==> config.mk <==
export PLATFORM = sky130hd
export DESIGN_NAME = regfile_multiport
export DESIGN_NICKNAME = d
export VERILOG_FILES = /design/src/rtl/regfile_pkg.sv /design/src/rtl/regfile_rd_port.sv /design/src/rtl/regfile_multiport.sv
export SDC_FILE = /design/constraint.sdc
export NUM_CORES = 1
export LEC_CHECK = 0
export CAP_MARGIN = 15
export CORE_MARGIN = 5
export CORE_UTILIZATION = 45
export CTS_BUF_LIST = sky130_fd_sc_hd__clkbuf_2 sky130_fd_sc_hd__clkbuf_4 sky130_fd_sc_hd__clkbuf_8
export CTS_CLUSTER_DIAMETER = 200
export DETAILED_ROUTE_END_ITERATION = 12
export GPL_ROUTABILITY_DRIVEN = 0
export PLACE_DENSITY = 0.61
export SLEW_MARGIN = 20
export SYNTH_ARGS = -nofsm -noshare
export SYNTH_HDL_FRONTEND = slang
export SYNTH_SLANG_ARGS = --single-unit
==> constraint.sdc <==
create_clock -name clk -period 4.42 [get_ports clk]
set_input_delay 0.663 -clock clk [delete_from_list [all_inputs] [get_ports clk]]
set_output_delay 0.663 -clock clk [all_outputs]
set_load 0.03 [all_outputs]
==> src/rtl/regfile_pkg.sv <==
// Shared types, default parameters and helpers for the multiport register file.
package regfile_pkg;

  // Bulk-clear engine state
  typedef enum logic [0:0] {
    IDLE  = 1'b0,
    CLEAR = 1'b1
  } state_t;

  // Default geometry, matching the original fixed 16x16 two-read file
  localparam int DEF_DATA_W   = 16;
  localparam int DEF_DEPTH    = 16;
  localparam int DEF_NUM_RD   = 2;
  localparam int DEF_ZERO_REG = 1;

  // LSB position of lane 'port' in a packed multi-port bus of 'width'-bit lanes
  function automatic int port_lsb(input int port, input int width);
    return port * width;
  endfunction

endpackage

==> src/rtl/regfile_rd_port.sv <==
// One registered read port: picks bypass data, masks zero/out-of-range/clearing
// reads, and holds data when not enabled.
module regfile_rd_port
  import regfile_pkg::*;
#(
  parameter int DATA_W   = DEF_DATA_W,
  parameter int DEPTH    = DEF_DEPTH,
  parameter int ZERO_REG = DEF_ZERO_REG,
  parameter int ADDR_W   = $clog2(DEPTH)
)(
  input  logic              clk,
  input  logic              rst_n,
  input  logic              rd_en,
  input  logic [ADDR_W-1:0] rd_addr,
  input  logic [DATA_W-1:0] mem_data,
  input  logic              clearing,
  input  logic              wr_commit,
  input  logic [ADDR_W-1:0] wr_addr,
  input  logic [DATA_W-1:0] wr_data,
  output logic [DATA_W-1:0] rd_data,
  output logic              rd_valid
);

  localparam logic [ADDR_W:0] DEPTH_L = (ADDR_W + 1)'(DEPTH);

  logic              in_range_s;
  logic              is_zero_s;
  logic [DATA_W-1:0] next_data_s;

  assign in_range_s = ({1'b0, rd_addr} < DEPTH_L);
  assign is_zero_s  = (ZERO_REG != 0) && (rd_addr == {ADDR_W{1'b0}});

  // Select the value this port will capture; wr_commit already excludes
  // out-of-range and hardwired-zero addresses, so bypass needs no extra mask
  always_comb begin
    next_data_s = {DATA_W{1'b0}};
    if (clearing) begin
      next_data_s = {DATA_W{1'b0}};
    end else if (!in_range_s || is_zero_s) begin
      next_data_s = {DATA_W{1'b0}};
    end else if (wr_commit && (wr_addr == rd_addr)) begin
      next_data_s = wr_data;
    end else begin
      next_data_s = mem_data;
    end
  end

  // Capture read data on enable; valid tracks the enable one cycle late
  always_ff @(posedge clk or negedge rst_n) begin
    if (!rst_n) begin
      rd_data  <= {DATA_W{1'b0}};
      rd_valid <= 1'b0;
    end else if (rd_en) begin
      rd_data  <= next_data_s;
      rd_valid <= 1'b1;
    end else begin
      rd_valid <= 1'b0;
    end
  end

endmodule

==> src/rtl/regfile_multiport.sv <==
// Parametrised multi-read / single-write register file with write-to-read
// bypass, optional hardwired-zero entry 0 and a sequential bulk-clear engine.
module regfile_multiport
  import regfile_pkg::*;
#(
  parameter  int DATA_W   = DEF_DATA_W,
  parameter  int DEPTH    = DEF_DEPTH,
  parameter  int NUM_RD   = DEF_NUM_RD,
  parameter  int ZERO_REG = DEF_ZERO_REG,
  localparam int ADDR_W   = $clog2(DEPTH)
)(
  input  logic                     clk,
  input  logic                     rst_n,
  input  logic                     wr_en,
  input  logic [ADDR_W-1:0]        wr_addr,
  input  logic [DATA_W-1:0]        wr_data,
  output logic                     wr_ready,
  input  logic [NUM_RD-1:0]        rd_en,
  input  logic [NUM_RD*ADDR_W-1:0] rd_addr,
  output logic [NUM_RD*DATA_W-1:0] rd_data,
  output logic [NUM_RD-1:0]        rd_valid,
  input  logic                     clear_req,
  output logic                     clear_busy
);

  localparam logic [ADDR_W:0]   DEPTH_L = (ADDR_W + 1)'(DEPTH);
  localparam logic [ADDR_W-1:0] LAST_L  = ADDR_W'(DEPTH - 1);

  state_t            state;
  logic [ADDR_W-1:0] sweep_cnt;
  logic [DATA_W-1:0] mem [DEPTH];

  logic wr_in_range_s;
  logic wr_is_zero_s;
  logic wr_commit_s;
  logic clearing_s;

  // Writes are only accepted while idle and not colliding with a clear start
  assign wr_ready      = (state == IDLE) && !clear_req;
  assign wr_in_range_s = ({1'b0, wr_addr} < DEPTH_L);
  assign wr_is_zero_s  = (ZERO_REG != 0) && (wr_addr == {ADDR_W{1'b0}});
  assign wr_commit_s   = wr_en && wr_ready && wr_in_range_s && !wr_is_zero_s;
  assign clearing_s    = (state == CLEAR);

  // Clear-engine FSM: one entry per cycle, busy flag registered alongside state
  always_ff @(posedge clk or negedge rst_n) begin
    if (!rst_n) begin
      state      <= IDLE;
      sweep_cnt  <= {ADDR_W{1'b0}};
      clear_busy <= 1'b0;
    end else begin
      case (state)
        IDLE: begin
          if (clear_req) begin
            state      <= CLEAR;
            sweep_cnt  <= {ADDR_W{1'b0}};
            clear_busy <= 1'b1;
          end else begin
            clear_busy <= 1'b0;
          end
        end
        CLEAR: begin
          if (sweep_cnt == LAST_L) begin
            state      <= IDLE;
            sweep_cnt  <= {ADDR_W{1'b0}};
            clear_busy <= 1'b0;
          end else begin
            sweep_cnt  <= sweep_cnt + {{(ADDR_W-1){1'b0}}, 1'b1};
            clear_busy <= 1'b1;
          end
        end
        default: begin
          state      <= IDLE;
          sweep_cnt  <= {ADDR_W{1'b0}};
          clear_busy <= 1'b0;
        end
      endcase
    end
  end

  // Storage: sweep zeroing takes priority; user writes are blocked while sweeping
  always_ff @(posedge clk or negedge rst_n) begin
    if (!rst_n) begin
      for (int e = 0; e < DEPTH; e++) begin
        mem[e] <= {DATA_W{1'b0}};
      end
    end else if (clearing_s) begin
      mem[sweep_cnt] <= {DATA_W{1'b0}};
    end else if (wr_commit_s) begin
      mem[wr_addr] <= wr_data;
    end else begin
      for (int e = 0; e < DEPTH; e++) begin
        mem[e] <= mem[e];
      end
    end
  end

  for (genvar i = 0; i < NUM_RD; i++) begin : g_rd
    logic [ADDR_W-1:0] addr_s;
    logic [DATA_W-1:0] fetch_s;

    assign addr_s = rd_addr[port_lsb(i, ADDR_W) +: ADDR_W];

    // Storage fetch for this port, guarded so unpopulated addresses never index memory
    always_comb begin
      fetch_s = {DATA_W{1'b0}};
      if ({1'b0, addr_s} < DEPTH_L) begin
        fetch_s = mem[addr_s];
      end else begin
        fetch_s = {DATA_W{1'b0}};
      end
    end

    regfile_rd_port #(
      .DATA_W   (DATA_W),
      .DEPTH    (DEPTH),
      .ZERO_REG (ZERO_REG),
      .ADDR_W   (ADDR_W)
    ) u_rd_port (
      .clk       (clk),
      .rst_n     (rst_n),
      .rd_en     (rd_en[i]),
      .rd_addr   (addr_s),
      .mem_data  (fetch_s),
      .clearing  (clearing_s),
      .wr_commit (wr_commit_s),
      .wr_addr   (wr_addr),
      .wr_data   (wr_data),
      .rd_data   (rd_data[port_lsb(i, DATA_W) +: DATA_W]),
      .rd_valid  (rd_valid[i])
    );
  end

endmodule

; ---- Yosys cells after proc, flatten, opt, wreduce, memory -nomap -nowiden
; Cells that the tools add are included.
[totals]
reg_bits = 295
latchBits = 0
ramBits = 0
mem_bits_ro = 0
out_inout_bits = 36
mem_count = 0
[op_classes]
addsub = 1
multipliers = 0
div = 0
magnitude_cmp = 6
eq_ne = 4
shifts = 0
mux = 27
bitwise = 7
n_reduce_logical = 13
[ops]
columns = op, count
row1 = 256-bit two-way mux, 2
row2 = 256-bit AND, 1
row3 = 256-bit bitwise mux, 1
row4 = 256-bit NOT, 1
row5 = 16-bit two-way mux, 12
row6 = 16-bit binary-select mux with 4-bit select, 2
row7 = 16-bit demux with 4-bit select, 2
row8 = 5-bit greater-or-equal comparator (second input constant), 4
row9 = 4-bit NOT with 5-bit output, 4
row10 = 4-bit logical NOT, 3
row11 = 5-bit by 1-bit < comparator with 1-bit output (second input constant), 2
row12 = 4-bit == test, 2
row13 = 4-bit two-way mux, 2
row14 = 4-bit case mux with 2 select lines, 1
row15 = 1-bit logical AND, 7
row16 = 4-bit by 1-bit adder with 4-bit output (second input constant), 1
row17 = 4-bit == test (second input constant), 1
row18 = 1-bit two-way mux, 4
row19 = 1-bit logical NOT, 2
row20 = 2-bit != test (second input constant), 1
row21 = 1-bit case mux with 2 select lines, 1
row22 = 2-bit nonzero test, 1
row23 = 1-bit NOT, 1

; ---- Logic depth before layout (Yosys ltp)
; Gate-level depths: netlist of run 1.
[depth]
depth_word = 8
mapped_depth = 8
ltp_nobuf = 5

; ---- Modules after synthesis
; From an unflattened synthesis of run 1, not the netlist that was laid out.
[hier_totals]
cells_unflattened = 1464
area_unflattened_um2 = 16102.9
[modules_own_cells]
columns = mod, instances, cells_each, area_each_um2, seq_area_each_um2
row1 = regfile_multiport, 1, 1264, 14111.0, 6531.3
row2 = regfile_rd_port, 2, 100, 996.0, 425.4

; ---- Worst setup path after synthesis of run 1
; No wires, ideal clock.
[synth_path]
kind = input to register
start = in clear_req
end = reg mem[117] (netlist bit)
setup_ps = 121
arrival_time_ps = 2032
required_time_ps = 4299
path_slack_ps = 2267
path_stages = 6
path_buffers = 1
path_cell_list = nor2_2 -> nand4_2 -> nor2_2 -> a21oi_2 -> buf_2 -> a22o_1
[synth_via]
elab_chain_cells = 5
[synth_rtl]
columns = element, line_no
row1 = from (decl), regfile_multiport.sv:22  ; input logic clear_req,
row2 = 1-bit logical NOT, regfile_multiport.sv:39  ; assign wr_ready = (state == IDLE) && !clear_req;
row3 = 1-bit logical AND, regfile_multiport.sv:39
row4 = 1-bit logical AND (2 in series), regfile_multiport.sv:42  ; assign wr_commit_s = wr_en && wr_ready && wr_in_range_s && !wr_is_zero_s;
row5 = 2-bit nonzero test (no line), -
row6 = "to (signal, indexed assignment)", regfile_multiport.sv:85  ; mem[e] <= {DATA_W{1'b0}};
row7 = "to (signal, indexed assignment)", regfile_multiport.sv:88  ; mem[sweep_cnt] <= {DATA_W{1'b0}};
row8 = "to (signal, indexed assignment)", regfile_multiport.sv:90  ; mem[wr_addr] <= wr_data;
row9 = to (decl), regfile_multiport.sv:31  ; logic [DATA_W-1:0] mem [DEPTH];
; No other way between the ends.
; A chain may end at the register's enable or synchronous reset.

; ---- Final worst setup path of run 1
[layout_path]
start = reg state (netlist: clearing_s)
end = out wr_ready
[layout_via]
elab_chain_cells = 2
[layout_rtl]
columns = element, line_no
row1 = from (decl), regfile_multiport.sv:29  ; state_t state;
row2 = from (signal assigned), regfile_multiport.sv:48  ; state <= IDLE;
row3 = from (signal assigned), regfile_multiport.sv:55  ; state <= CLEAR;
row4 = from (signal assigned), regfile_multiport.sv:64  ; state <= IDLE;
row5 = 1-bit NOT, -
row6 = 1-bit logical AND, regfile_multiport.sv:39
row7 = to (decl), regfile_multiport.sv:17  ; output logic wr_ready,
; No other way between the ends.

==> results of run 1 <==
==> synthesized netlist by cell type, types with 3 or more instances <==
cell,number,area [µm²]
nor2_2,12,75.1
clkbuf_1,44,165
dfrtp_1,295,7380
ha_1,4,50.1
nor2_1,44,165
a21oi_2,6,52.6
a22o_1,246,2150
buf_1,15,56.3
mux2_2,3,33.8
o32ai_2,18,293
o32ai_1,12,105
or3b_1,4,35.0
o22ai_1,63,394
and3_1,31,194
inv_1,34,128
buf_2,50,250
nand2_1,38,143
mux4_2,64,1440
buf_4,8,60.1
nor2b_1,21,131
mux2i_1,128,1280
a21oi_1,10,50.1
a311oi_1,30,263
buf_6,19,214
xor2_1,9,78.8
==> power by group through the flow <==
stage                     Combinational, mW  Sequential [mW]  Clock, mW
after global placement                 1.25             3.10          0
final                                  1.27             3.07       2.63
after floorplan                       0.844             3.05          0
after CTS                              1.26             3.06       2.68
after detailed placement               1.26             3.11          0
after global routing                   1.35             3.09       2.80
==> cells by family (layout without fill, tap and decap cells) <==
family / Yosys count / in the layout / share of synthesized area [%]
AOI/OAI and AO/OA: 391 / 391 / 21.8
DFF: 295 / 295 / 48.0
muxes: 195 / 195 / 17.9
buffers and inverters: 171 / 243 / 5.71
and+or+nand+nor: 169 / 169 / 5.78
xor gates and xnor gates: 9 / 9 / 0.512
adders and majority gates: 4 / 4 / 0.325
==> registers in the layout, indices dropped and copies added, names as in the netlist <==
| register | flops |
|---|---|
| g_rd.u_rd_port.rd_data | 32 |
| mem | 256 |
| sweep_cnt | 4 |
| g_rd.u_rd_port.rd_valid | 2 |
| clearing_s | 1 |
==> stage by stage <==
stage	setup WS [ps]	util, %
finish	1350	51.7
global route	1260	51.7
CTS	1330	51.7
detailed placement	1020	48.5
global placement	1170	48.5
floorplan	2270	-
==> how the worst max path moves through the flow <==
stage	slack, ps	to	cells past startpoint	from
after floorplan	2270	mem[117]$_DFFE_PN0P_	6	clear_req
after global placement	1170	g_rd[1].u_rd_port.rd_data[12]$_DFFE_PN0P_	6	rd_addr[7]
after detailed placement	1020	g_rd[1].u_rd_port.rd_data[12]$_DFFE_PN0P_	6	rd_addr[7]
after CTS	1330	wr_ready	2	clearing_s$_DFF_PN0_
after global routing	1260	wr_ready	2	clearing_s$_DFF_PN0_
final	1350	wr_ready	2	clearing_s$_DFF_PN0_
==> worst max-delay path: stages, from the launching register on <==
cell and delay, ps:
dfrtp_1 600, nor2_2 440, clkdlybuf4s50_1 750
==> metal layers <==
metal	vias to the layer above	global-route usage, %
met4	0	6.75
met2	582	36.9
li1	4888	-
met1	6027	40.1
met5	-	0
met3	85	6.15
==> layout make-up <==
type                       instances  area share (%)
clock inverter                    12           0.382
multi-input combinational        768            41.2
sequential                       295            42.5
tap                              448            3.23
inverter                          34           0.735
clock buffer                      79            5.79
timing repair buffer             118            6.20
==> flow_summary.json, run 1 <==
{
  "r2r_end": "mem[74]$_DFFE_PN0P_",
  "grt.total_usage_pct": 26.0,
  "dieHeight_um": 195,
  "cts_max_path_buffers": 3,
  "rr_startpoint": "clearing_s$_DFF_PN0_",
  "cap_violations": 0,
  "critPathKind": "reg2out",
  "synthArstFlopShare_pct": 100,
  "finalSetupViolations": 0,
  "synth_cell_type_count": 43,
  "r2r.worst_path.cells": 6,
  "dpl.cell_count": 1663,
  "cts_tree": "built",
  "synthesis.area_mm2": 0.0154,
  "worstPathMaxFanout": 16,
  "p_leak_nw": 7.61,
  "vias": 11600,
  "finalPower_mw": 6.97,
  "wl_um": 49800,
  "antenna_found_initial": 0,
  "coreArea_mm2": 0.0336,
  "wl_met3_um": 4300,
  "place_area_mm2": 0.0163,
  "seq_area_frac_synth_pct": 48.0,
  "row_count": 67,
  "wl_per_cell_um": 28.4,
  "slew_headroom_pct": 28.3,
  "maxSlewViolCount": 0,
  "multi_input_area_mm2": 0.00715,
  "syn_nets": 1272,
  "rsz0062_at_grt": "no",
  "cp-end-kind": "output port",
  "start_kind": "register",
  "arrival_ps": 2400,
  "timing.final.crit_share_pct": 69.3,
  "cts_root_buffer": "clkbuf_8",
  "ios": 70,
  "period_needed_ps": 3070,
  "switching_share_pct": 30.8,
  "hold_ws_ps": 30.8,
  "clkPwrFrac_pct": 37.8,
  "yosysWarnings": 0,
  "hpwl_um": 32800,
  "stdcell_area_mm2": 0.0174,
  "required_ps": 3760,
  "hold_class": "in2async",
  "m1WireLength_um": 23000,
  "syn_inst": 1234,
  "r2r_slack_ps": 1850,
  "dieArea_mm2": 0.0380,
  "dr.first_iter.drc_count": 1361,
  "cts_inserted_buffers": 52,
  "seqCellArea_mm2": 0.00738,
  "final_common_cell": "dfrtp_1",
  "p_switching_mw": 2.15,
  "ctsHoldBuffers": 0,
  "finalNonFillerCells": 1754,
  "clk_pin_slew_ps": 60,
  "drcViolationCount": 0,
  "dr_wl_met2_um": 21400,
  "p_seq_share_pct": 44.0,
  "drive_gt1_share_pct": 19.8,
  "synth_ff_type": "dfrtp_1",
  "hold_violations": 0,
  "layout_common_cells": "dfrtp_1 (295), a22o_1 (246), mux2i_1 (128)",
  "synth_edf_count": 0,
  "grt_pass1_vias": 11700,
  "grt_pass1_wl_um": 76900,
  "tightestPinTransition_ps": 1080,
  "status": "complete, no violations",
  "fillers": 2883,
  "ys_ff_latch": 295,
  "area_growth_syn_to_layout_pct": 12.8,
  "post_cts_buffers": 0,
  "diodes": 0,
  "grt-ovfl-total": 0,
  "power_density_mw_per_mm2": 401,
  "nNetsFinal": 1307,
  "cts.sinks": 295,
  "cts_resized": 0,
  "ant_nets": 0,
  "p_int_mw": 4.82,
  "htreeDepth": 2,
  "drt-vias-per-instance": 6.60,
  "syn_avg_cell_area_um2": 12.5,
  "drt-pass1-iter-count": 5,
  "combPwrFrac_pct": 18.2,
  "worst_ir_drop_vdd_uv": 187,
  "timing.fmax_mhz": 326,
  "grt_max_degree": 86,
  "routed.top_layer": "met4",
  "clock_latency_ps": 620,
  "io_buffers": 69,
  "fp.dieW_um": 195,
  "tns_ps": 0,
  "start_util_pct": 45.8,
  "clock_skew_ps": 26.2
}
(Power assumes the default switching activity.)
==> inputs of run 2 (changes only) <==
PLACE_DENSITY = 0.64   (was 0.61)
clock period = 2.49 ns   (was 4.42 ns; I/O delays follow)
==> flow_summary.json, run 2 (synthesis results as in run 1) <==
{
  "power_density_mw_per_mm2": 715,
  "ant_nets": 0,
  "required_ps": 2120,
  "status": "complete, no violations",
  "cpLargestDelayFamily": "buffers and inverters",
  "tightestPinTransition_ps": 1040,
  "cts_root_buffer": "clkbuf_8",
  "fp.dieW_um": 195,
  "cts_max_path_buffers": 3,
  "cp_slowest_cell": "clkdlybuf4s50_1",
  "fillers": 2851,
  "diodes": 0,
  "dpl_worst_slack_ps": -65.5,
  "ctsHoldBuffers": 1,
  "path_cells": "nor2_2 > clkdlybuf4s50_1",
  "start_kind": "register",
  "grt_max_degree": 66,
  "dr.first_iter.drc_count": 1139,
  "grt_pass1_wl_um": 78800,
  "hold_violations": 0,
  "layout_common_cells": "dfrtp_1 (295), a22o_1 (246), mux2i_1 (128)",
  "finalSetupViolations": 0,
  "crit_start": "clearing_s$_DFF_PN0_",
  "ios": 70,
  "worst_ir_drop_vdd_uv": 330,
  "seqCellArea_mm2": 0.00738,
  "maxSlewViolCount": 0,
  "largestRegisters": "mem (256), g_rd.u_rd_port.rd_data (32), sweep_cnt (4)",
  "p_leak_nw": 8.03,
  "rsz0062_at_grt": "no",
  "grt.total_usage_pct": 26.5,
  "row_count": 67,
  "cts.sinks": 295,
  "grt-ovfl-total": 0,
  "cpPeakStageDelay_ps": 720,
  "cap_violations": 0,
  "final_common_cell": "dfrtp_1",
  "multi_input_area_mm2": 0.00714,
  "hpwl_um": 34800,
  "rr_startpoint": "clearing_s$_DFF_PN0_",
  "path_buf_inv": 1,
  "drt-vias-per-instance": 6.56,
  "nNetsFinal": 1372,
  "period_needed_ps": 2400,
  "fin_ws_ps": 86.8,
  "largest_reg_flops": 256,
  "post_cts_buffers": 0,
  "critPathKind": "reg2out",
  "cp-end-kind": "output port",
  "drt-pass1-iter-count": 5,
  "area_growth_syn_to_layout_pct": 17.9,
  "htreeDepth": 2,
  "drcViolationCount": 0,
  "hold_ws_ps": 317,
  "cts_tree": "built",
  "clk_pin_slew_ps": 60,
  "cts_inserted_buffers": 51,
  "arrival_ps": 2030,
  "timing.final.crit_share_pct": 96.5,
  "slew_headroom_pct": 30.6,
  "coreArea_mm2": 0.0336,
  "drive_gt1_share_pct": 23.6,
  "top_register": "mem",
  "hold_class": "in2async",
  "antenna_found_initial": 0,
  "dieHeight_um": 195,
  "io_buffers": 69,
  "vias": 12000,
  "clock_latency_ps": 600,
  "utilization_pct": 54.0,
  "worstPathMaxFanout": 6,
  "dieArea_mm2": 0.0380,
  "wl_per_cell_um": 28.1,
  "clock_skew_ps": 17.8,
  "cts_resized": 0,
  "r2r_slack_ps": 510,
  "wl_um": 51100,
  "timing.fmax_mhz": 416,
  "grt_pass1_vias": 12200,
  "start_util_pct": 45.8
}
-- run 2: worst paths after layout --
path,cells past startpoint,to
setup reg to reg,4,mem[49]$_DFFE_PN0P_
setup / recovery,2,wr_ready
hold reg to reg,1,mem[104]$_DFFE_PN0P_
max in group asynchronous,3,g_rd[1].u_rd_port.rd_data[14]$_DFFE_PN0P_
hold / removal,2,mem[123]$_DFFE_PN0P_
min in group clk,3,g_rd[0].u_rd_port.rd_data[14]$_DFFE_PN0P_
-- run 2: stage by stage --
step	instance area (µm²)	TNS [ps]	cells	power, mW
floorplan	15400	0	1234	6.90
global placement	16900	0	1728	7.83
detailed placement	16900	-252	1728	7.88
CTS	18100	0	1822	13.0
global route	18100	0	1822	13.4
finish	18100	0	1822	13.0
-- run 2: power by group --
part | internal [mW] | switching, mW | leakage (nW)
combinational | 0.965 | 1.44 | 3.31
clock | 3.02 | 2.11 | 0.625
sequential | 5.13 | 0.313 | 4.10
total | 9.11 | 3.86 | 8.03
-- run 2: layer usage --
layer	GRT usage, %	share of wire (%)
met1	39.8	45
met2	38.4	44
met3	6.42	8.9
met4	7.60	2.7
met5	0	0
-- run 2: final cells by class --
cell class	instances	share of cell area, %
clock buffer	85	5.90
clock inverter	8	0.683
inverter	34	0.703
multi-input combinational	768	39.4
sequential	295	40.7
tap	448	3.09
timing repair buffer	184	9.57
